File: src/rtl/snn_pkg.sv
// Shared constants and the loader state encoding for the SNN input path.
package snn_pkg;
    localparam int NUM_PIXELS   = 784;
    localparam int PIX_PER_BYTE = 8;
    localparam int NUM_BYTES    = NUM_PIXELS / PIX_PER_BYTE;
    localparam int DIGIT_W      = 4;
    localparam int ADDR_W       = 10;
    localparam int BCNT_W       = 7;

    typedef enum logic [2:0] {
        ST_IDLE,
        ST_UNPACK,
        ST_WAIT_BYTE,
        ST_START,
        ST_RUN
    } loader_state_t;
endpackage

File: src/rtl/snn_input_mem.sv
// 784x1 input-unit memory: one write port, one registered read port.
module snn_input_mem
    import snn_pkg::*;
(
    input  logic              clk,
    input  logic              rst_n,
    input  logic              we,
    input  logic [ADDR_W-1:0] waddr,
    input  logic              wdata,
    input  logic [ADDR_W-1:0] raddr,
    output logic              q
);

    logic mem [NUM_PIXELS];

    always_ff @(posedge clk) begin
        if (we) begin
            mem[waddr] <= wdata;
        end
    end

    // Out-of-range reads return 0 rather than aliasing into the array.
    always_ff @(posedge clk or negedge rst_n) begin
        if (!rst_n) begin
            q <= 1'b0;
        end else if (raddr < ADDR_W'(NUM_PIXELS)) begin
            q <= mem[raddr];
        end else begin
            q <= 1'b0;
        end
    end

endmodule

File: src/rtl/snn_input_loader.sv
// Unpacks a 98-byte image into the input-unit memory, starts the core,
// serves its pixel reads and captures the result digit.
module snn_input_loader
    import snn_pkg::*;
(
    input  logic               clk,
    input  logic               rst_n,
    input  logic [7:0]         rx_data,
    input  logic               rx_rdy,
    input  logic [ADDR_W-1:0]  addr_input_unit,
    output logic               q_input,
    output logic               start,
    input  logic               core_done,
    input  logic [DIGIT_W-1:0] core_digit,
    output logic [DIGIT_W-1:0] digit,
    output logic               digit_vld,
    output logic               busy,
    output logic               overrun
);

    loader_state_t     state, state_nxt;
    logic [BCNT_W-1:0] byte_cnt;
    logic [2:0]        bit_cnt;
    logic [7:0]        shift;
    logic              accept;
    logic              drop;
    logic              mem_we;
    logic              last_bit;
    logic [ADDR_W-1:0] waddr;

    assign waddr    = {byte_cnt, 3'b000} + {{(ADDR_W-3){1'b0}}, bit_cnt};
    assign last_bit = (bit_cnt == 3'd7);
    assign busy     = (state != ST_IDLE);

    always_comb begin
        state_nxt = state;
        accept    = 1'b0;
        mem_we    = 1'b0;
        case (state)
            ST_IDLE: begin
                accept = rx_rdy;
                if (rx_rdy) state_nxt = ST_UNPACK;
            end
            ST_UNPACK: begin
                mem_we = 1'b1;
                if (last_bit) begin
                    state_nxt = (byte_cnt == BCNT_W'(NUM_BYTES - 1)) ? ST_START : ST_WAIT_BYTE;
                end
            end
            ST_WAIT_BYTE: begin
                accept = rx_rdy;
                if (rx_rdy) state_nxt = ST_UNPACK;
            end
            ST_START: state_nxt = ST_RUN;
            ST_RUN: begin
                if (core_done) state_nxt = ST_IDLE;
            end
            default: state_nxt = ST_IDLE;
        endcase
        drop = rx_rdy && !accept;
    end

    always_ff @(posedge clk or negedge rst_n) begin
        if (!rst_n) begin
            state     <= ST_IDLE;
            byte_cnt  <= '0;
            bit_cnt   <= '0;
            digit     <= '0;
            digit_vld <= 1'b0;
            overrun   <= 1'b0;
            start     <= 1'b0;
        end else begin
            state <= state_nxt;
            start <= (state_nxt == ST_START);
            if (drop) overrun <= 1'b1;
            case (state)
                ST_IDLE: begin
                    if (rx_rdy) begin
                        digit_vld <= 1'b0;
                        byte_cnt  <= '0;
                        bit_cnt   <= '0;
                    end
                end
                ST_UNPACK: begin
                    bit_cnt <= bit_cnt + 3'd1;
                    if (last_bit && (byte_cnt != BCNT_W'(NUM_BYTES - 1))) begin
                        byte_cnt <= byte_cnt + BCNT_W'(1);
                    end
                end
                ST_WAIT_BYTE: begin
                    if (rx_rdy) bit_cnt <= '0;
                end
                ST_RUN: begin
                    if (core_done) begin
                        digit     <= core_digit;
                        digit_vld <= 1'b1;
                    end
                end
                default: ;
            endcase
        end
    end

    // Pixel data path: no reset needed, contents are always loaded before use.
    always_ff @(posedge clk) begin
        if (accept) begin
            shift <= rx_data;
        end else if (state == ST_UNPACK) begin
            shift <= {1'b0, shift[7:1]};
        end
    end

    snn_input_mem u_mem (
        .clk   (clk),
        .rst_n (rst_n),
        .we    (mem_we),
        .waddr (waddr),
        .wdata (shift[0]),
        .raddr (addr_input_unit),
        .q     (q_input)
    );

endmodule

File: config.mk
export PLATFORM = sky130hd
export DESIGN_NAME = snn_input_loader
export DESIGN_NICKNAME = d
export VERILOG_FILES = /design/src/rtl/snn_pkg.sv /design/src/rtl/snn_input_mem.sv /design/src/rtl/snn_input_loader.sv
export SDC_FILE = /design/constraint.sdc
export NUM_CORES = 1
export LEC_CHECK = 0
export CORE_ASPECT_RATIO = 2
export CORE_MARGIN = 2
export CORE_UTILIZATION = 60
export CTS_CLUSTER_SIZE = 8
export DETAILED_ROUTE_END_ITERATION = 12
export PLACE_DENSITY_LB_ADDON = 0.3
export SYNTH_ARGS = -nofsm -noshare
export SYNTH_HDL_FRONTEND = slang
export SYNTH_SLANG_ARGS = --single-unit
export TNS_END_PERCENT = 5
File: constraint.sdc
create_clock -name clk -period 15.82 [get_ports clk]
set_clock_uncertainty 0.1 [all_clocks]
set_input_delay 3.164 -clock clk [delete_from_list [all_inputs] [get_ports clk]]
set_output_delay 3.164 -clock clk [all_outputs]
set_load 0.02 [all_outputs]
# Word-level counts from Yosys, hierarchy flattened

Memory sizes are Yosys's and may differ from the RTL's.
Index checks and enable logic that the tools add are counted.

Bits in writable memories: 784
Output and inout bits: 9
Memories: 1
Input bits: 26
Word-level logic and storage cells: 60
Bits in registers: 29

Memories:

| memory    | depth | width | rd ports | clocked after memory_dff | write ports | line                | source |
|---|---|---|---|---|---|---|---|
| u_mem.mem | 784   | 1     | 1        | 0                        | 1           | snn_input_mem.sv:14 | `logic mem [NUM_PIXELS];` |

Equal/unequal tests: 12
Muxes and demuxes: 20
Reductions and logical operators: 14
$lt $le $gt $ge: 1
Add/subtract/negate cells: 3

Operators by type and width:

| cell                 | number |
|---|---|
| $mux 8               | 2 |
| $mux 7               | 2 |
| $pmux 7 s2           | 1 |
| $mux 3               | 4 |
| $pmux 3 s4           | 1 |
| $add 10x3->10        | 1 |
| $lt 10x10->1 const B | 1 |
| $eq 3x2->1 const B   | 3 |
| $mux 1               | 8 |
| $reduce_bool 2->1    | 4 |
| $add 7x1->7 const B  | 1 |
| $eq 7x7->1 const B   | 1 |
| $ne 7x7->1 const B   | 1 |
| $eq 3x3->1 const B   | 2 |
| $ne 2x2->1 const B   | 3 |
| $pmux 3 s2           | 1 |
| $reduce_and 3->1     | 2 |
| $reduce_and 2->1     | 2 |
| $add 3x1->3 const B  | 1 |
| $eq 3x1->1 const B   | 1 |
| $logic_not 3->1      | 1 |
| $reduce_bool 3->1    | 1 |
| $logic_and 1x1->1    | 2 |
| $ne 2x1->1 const B   | 1 |
| other kinds (3)      | 3 |

# Logic depth before layout (Yosys ltp)

Word-level depth: 5
Gate-level depth with buffers: 14

# Cells and area by module

A second synthesis with hierarchy kept.

Cell total of the unflattened synthesis: 2,544
Area total of the unflattened synthesis: 35,985.8 µm²

By module, submodules not included:

| module           | cells an instance | area each (µm²) | sequential area each (µm²) | instances |
|---|---|---|---|---|
| snn_input_mem    | 2,429             | 34,648.2        | 23,567.6                   | 1 |
| snn_input_loader | 115               | 1,337.5         | 740.7                      | 1 |

# Worst setup path before layout

Ideal clock, no wire load.

Kind: register to register
From: reg shift[0]
To: mem u_mem.mem[0], data pin
Setup slack: 4,358 ps
Path buffers: 0
Stages on the path, launching flop included: 1
Arrival time: 9,271 ps
Data required time: 13,629 ps
Path through: edfxtp_1

RTL lines:

| element                | line                    | source |
|---|---|---|
| from (decl)            | snn_input_loader.sv:24  | `logic [7:0] shift;` |
| from (signal assigned) | snn_input_loader.sv:107 | `shift <= rx_data;` |
| from (signal assigned) | snn_input_loader.sv:109 | `shift <= {1'b0, shift[7:1]};` |
| to (decl)              | snn_input_mem.sv:14     |  |

Straight into the memory's write port.

# Worst setup path after layout

From: in addr_input_unit[0]
To: reg u_mem.q

Cells in the longest elaborated chain, start to end: 2
Elaborated cells between the ends (all ways): 3

Ends and longest elaborated chain:

| element                                              | line                   | source |
|---|---|---|
| from (decl)                                          | snn_input_loader.sv:10 | `input logic [ADDR_W-1:0] addr_input_unit,` |
| $mem_v2 784x1 / $lt 10x10->1 (equally long branches) | -                      |  |
| $mux 1 *                                             | snn_input_mem.sv:26    | `end else if (raddr < ADDR_W'(NUM_PIXELS)) begin` |
| to (signal assigned)                                 | snn_input_mem.sv:27    | `q <= mem[raddr];` |
| to (decl)                                            | snn_input_mem.sv:11    | `output logic q` |

Every way passes the cells marked *; elsewhere a longest branch is shown, timed or not.
A chain may end at the register's enable or synchronous reset.

==> run_results.csv <==
group,metric,value,unit
run_status,outcome,"finished clean",
worst_setup_path,cp_data_required_time,16.22,ns
die,design.core.area,58200,sq um
cts,insertion_delay,0.67,ns
timing,maxSlewHeadroom,0.139,
synthesis,synth_seq_cells,813,
detailed_routing,first_pass_iters,6,
power_and_ir_drop,vdd_ir_drop_max,0.362,mV
worst_setup_path,critPathTopFamily,"buffers and inverters",
layout,drive_above_1_share,0.156,
detailed_routing,antenna_left,0,
die,ios,35,
cts,cts.clk_slew.worst_paths,0.05,ns
worst_hold_path,hp-start,"overrun",
timing,period_share,0.443,
cts,cts_tree,"done",
cts,cts_buffer_depth,3,
die,die_x,176,um
synthesis,yosysWarnings,0,
die,rows,125,
global_routing,grt_overflow,0,
worst_setup_path,critPathBufInv,3,
detailed_routing,wl,95500,um
global_routing,grt_antenna_before_repair,0,
detailed_routing,drcViolationCount,0,
cts,cts_root_buf,"clkbuf_16",
timing,drv_slew,0,
worst_hold_path,hold_class,"reg2reg",
global_routing,grt_pass1_wl,139000,um
worst_setup_path,r2r_start,"shift[0]",
synthesis,synth_cell_type_count,56,
global_routing,grt_max_degree,309,
worst_setup_path,arrival,7.41,ns
cts,cts_made_buffers,111,
layout,synthToLayoutAreaGrowth,10.5,%
synthesis,synth_top_cell_by_area,"edfxtp_1",
worst_setup_path,endpoint_kind,"flop",
synthesis,synth.top_cell.area_share,0.673,
die,initial_core_util,0.608,
detailed_routing,viasPerCell,6.71,
global_routing,grt_usage,0.318,
layout,fin_nets,2466,
synthesis,netlist_instances,2455,
worst_setup_path,cpMaxStageDelayCell,"buf_4",
cts,cts_hold_buf,0,
cts,cts_sinks,813,
layout,antennaDiodeCount,0,
power_and_ir_drop,power_density,142,nW/um^2
cts,cts_resized,0,
placement,io_buffer_count,34,
timing,rsz0062_at_grt,"false",
timing,hold_viol,0,
worst_setup_path,setup.worst_path.start,"addr_input_unit[0]",
cts,postCtsSetupBuffers,0,
power_and_ir_drop,p_leak,0.0120,uW
synthesis,synth.avg_cell_area,14.4,sq um
run,cap_violations,0,
timing,worst_slew_pin_slew,1.29,ns
die,die_h,347,um
worst_setup_path,path_max_fanout,74,
synthesis,yosys.cell_count.top_type,"nor2_1",
die,die_area,61000,sq um
synthesis,syn-num-nets,2490,
timing,setup_viol,0,
timing,fin_setup_tns,0,ns
synthesis,synth_common_cells,"nor2_1, edfxtp_1, mux4_2",
layout,final_cell_area,39100,sq um
placement,gp_congestion,0.850,
detailed_routing,vias,21700,
synthesis,synth_edf_count,792,
synthesis,syn-cell-area,35400,sq um
worst_setup_path,path_class,"in2reg",
timing,max_freq,143,MHz
cts,h-tree-depth,3,
synthesis,synth_flop_cell,"edfxtp_1",
timing,min_period,7.01,ns
worst_setup_path,cp-start-kind,"input port",
global_routing,grt_pass1_vias,22200,
synthesis,synthArstFlopShare,0.0258,
synthesis,synth_top_cells_by_area,"edfxtp_1, mux4_2, nor2_1",
placement,dp_hpwl,53500,um
detailed_routing,drt_iter0_drc,2670,
detailed_routing,wl_per_cell,29.6,um
synthesis,yosysSeqAreaShare,0.688,
worst_setup_path,crit_chain,"buf_8, buf_4, buf_4, mux4_2, mux4_2, nand2_1, a21oi_1, or3_1, a311oi_1, o22ai_1",
worst_setup_path,slowest_delay,0.74,ns
placement,place_area,36100,sq um
cell type report:
cell class              instances  area [sq um]
flip-flops and latches        813         24300
fillers                      3938         19100
multi-input cells            1404         10000
clock buffers                 146          2970
well taps                     762           953
repair buffers                 87           747
inverters                      14          52.6
clock inverters                 4          38.8
where the power goes:
part           leakage [uW]  switching, uW  internal [uW]
combinational       0.00314            560            133
clock               0.00146            839           1280
sequential          0.00741           21.3           2730
worst register-to-register path, delay by kind of cell, from the launching register on:
kind / cells / cell delay (ns)
flip-flops: 1 / 0.34
buffers and inverters: 4 / 3.74
state kept, by name, summed over array words and instances (netlist names):
| name | flops |
|---|---|
| bit_cnt | 3 |
| shift | 8 |
| u_mem.mem | 784 |
| byte_cnt | 7 |
| digit | 4 |
| state | 3 |
| digit_vld | 1 |
| start | 1 |
| overrun | 1 |
| u_mem.q | 1 |
layer usage:
metal	wire (um)	GRT usage	up-vias
li1	-	-	8888
met1	29500	0.361	10900
met2	48300	0.534	1479
met3	9610	0.0647	434
met4	8120	0.232	0
met5	0	0	-
through the flow:
stage	setup WS [ns]	instances	hold WS [ns]	power [uW]	util
final	8.81	3230	0.372	5560	0.672
after global placement	8.18	3080	0.360	3430	0.620
after detailed placement	8.12	3080	0.351	3460	0.620
after floorplan	4.36	2455	0.411	3410	-
after global routing	8.57	3230	0.393	5690	0.672
after CTS	8.78	3230	0.375	5550	0.672
path summary, 6_finish.rpt:
check / end / slack, ns / depth (start not counted)
worst min-delay path: overrun / 0.37 / 1
worst max-delay path: u_mem.q / 8.81 / 10
worst min register to register: overrun / 0.37 / 1
min in group asynchronous: digit[1] / 3.05 / 1
max in group asynchronous: bit_cnt[0] / 11.85 / 1
worst max register to register: u_mem.mem[179] / 11.19 / 4
logic make-up after synthesis:
logic type,Yosys count,synth area share
buf+inv,238,0.0301
simple gates,993,0.111
xor+xnor,4,0.000991
compound gates,119,0.0237
mux,279,0.143
flops,813,0.688
fa+ha+maj,9,0.00319
cell usage in the layout (no fill, tap or decap), types with 6 or more instances in the layout:
cell type / netlist / final
ha_1: 9 / 9
nand2_2: 0 / 7
a22oi_1: 10 / 10
a221o_1: 7 / 7
clkdlybuf4s50_1: 0 / 30
a21oi_1: 15 / 15
nor2b_1: 9 / 8
a221oi_1: 18 / 18
mux2_2: 17 / 17
a31oi_1: 6 / 6
mux2i_1: 82 / 82
nand3_1: 26 / 26
edfxtp_1: 792 / 792
nand2_1: 91 / 84
o21ai_0: 28 / 28
inv_1: 12 / 12
nor3_1: 6 / 6
buf_4: 9 / 52
clkbuf_1: 156 / 32
clkbuf_16: 0 / 114
dfrtp_1: 21 / 21
and2_1: 9 / 9
nand4_1: 10 / 10
nor2_1: 816 / 816
mux4_2: 180 / 180
(Power assumes the default switching activity.)
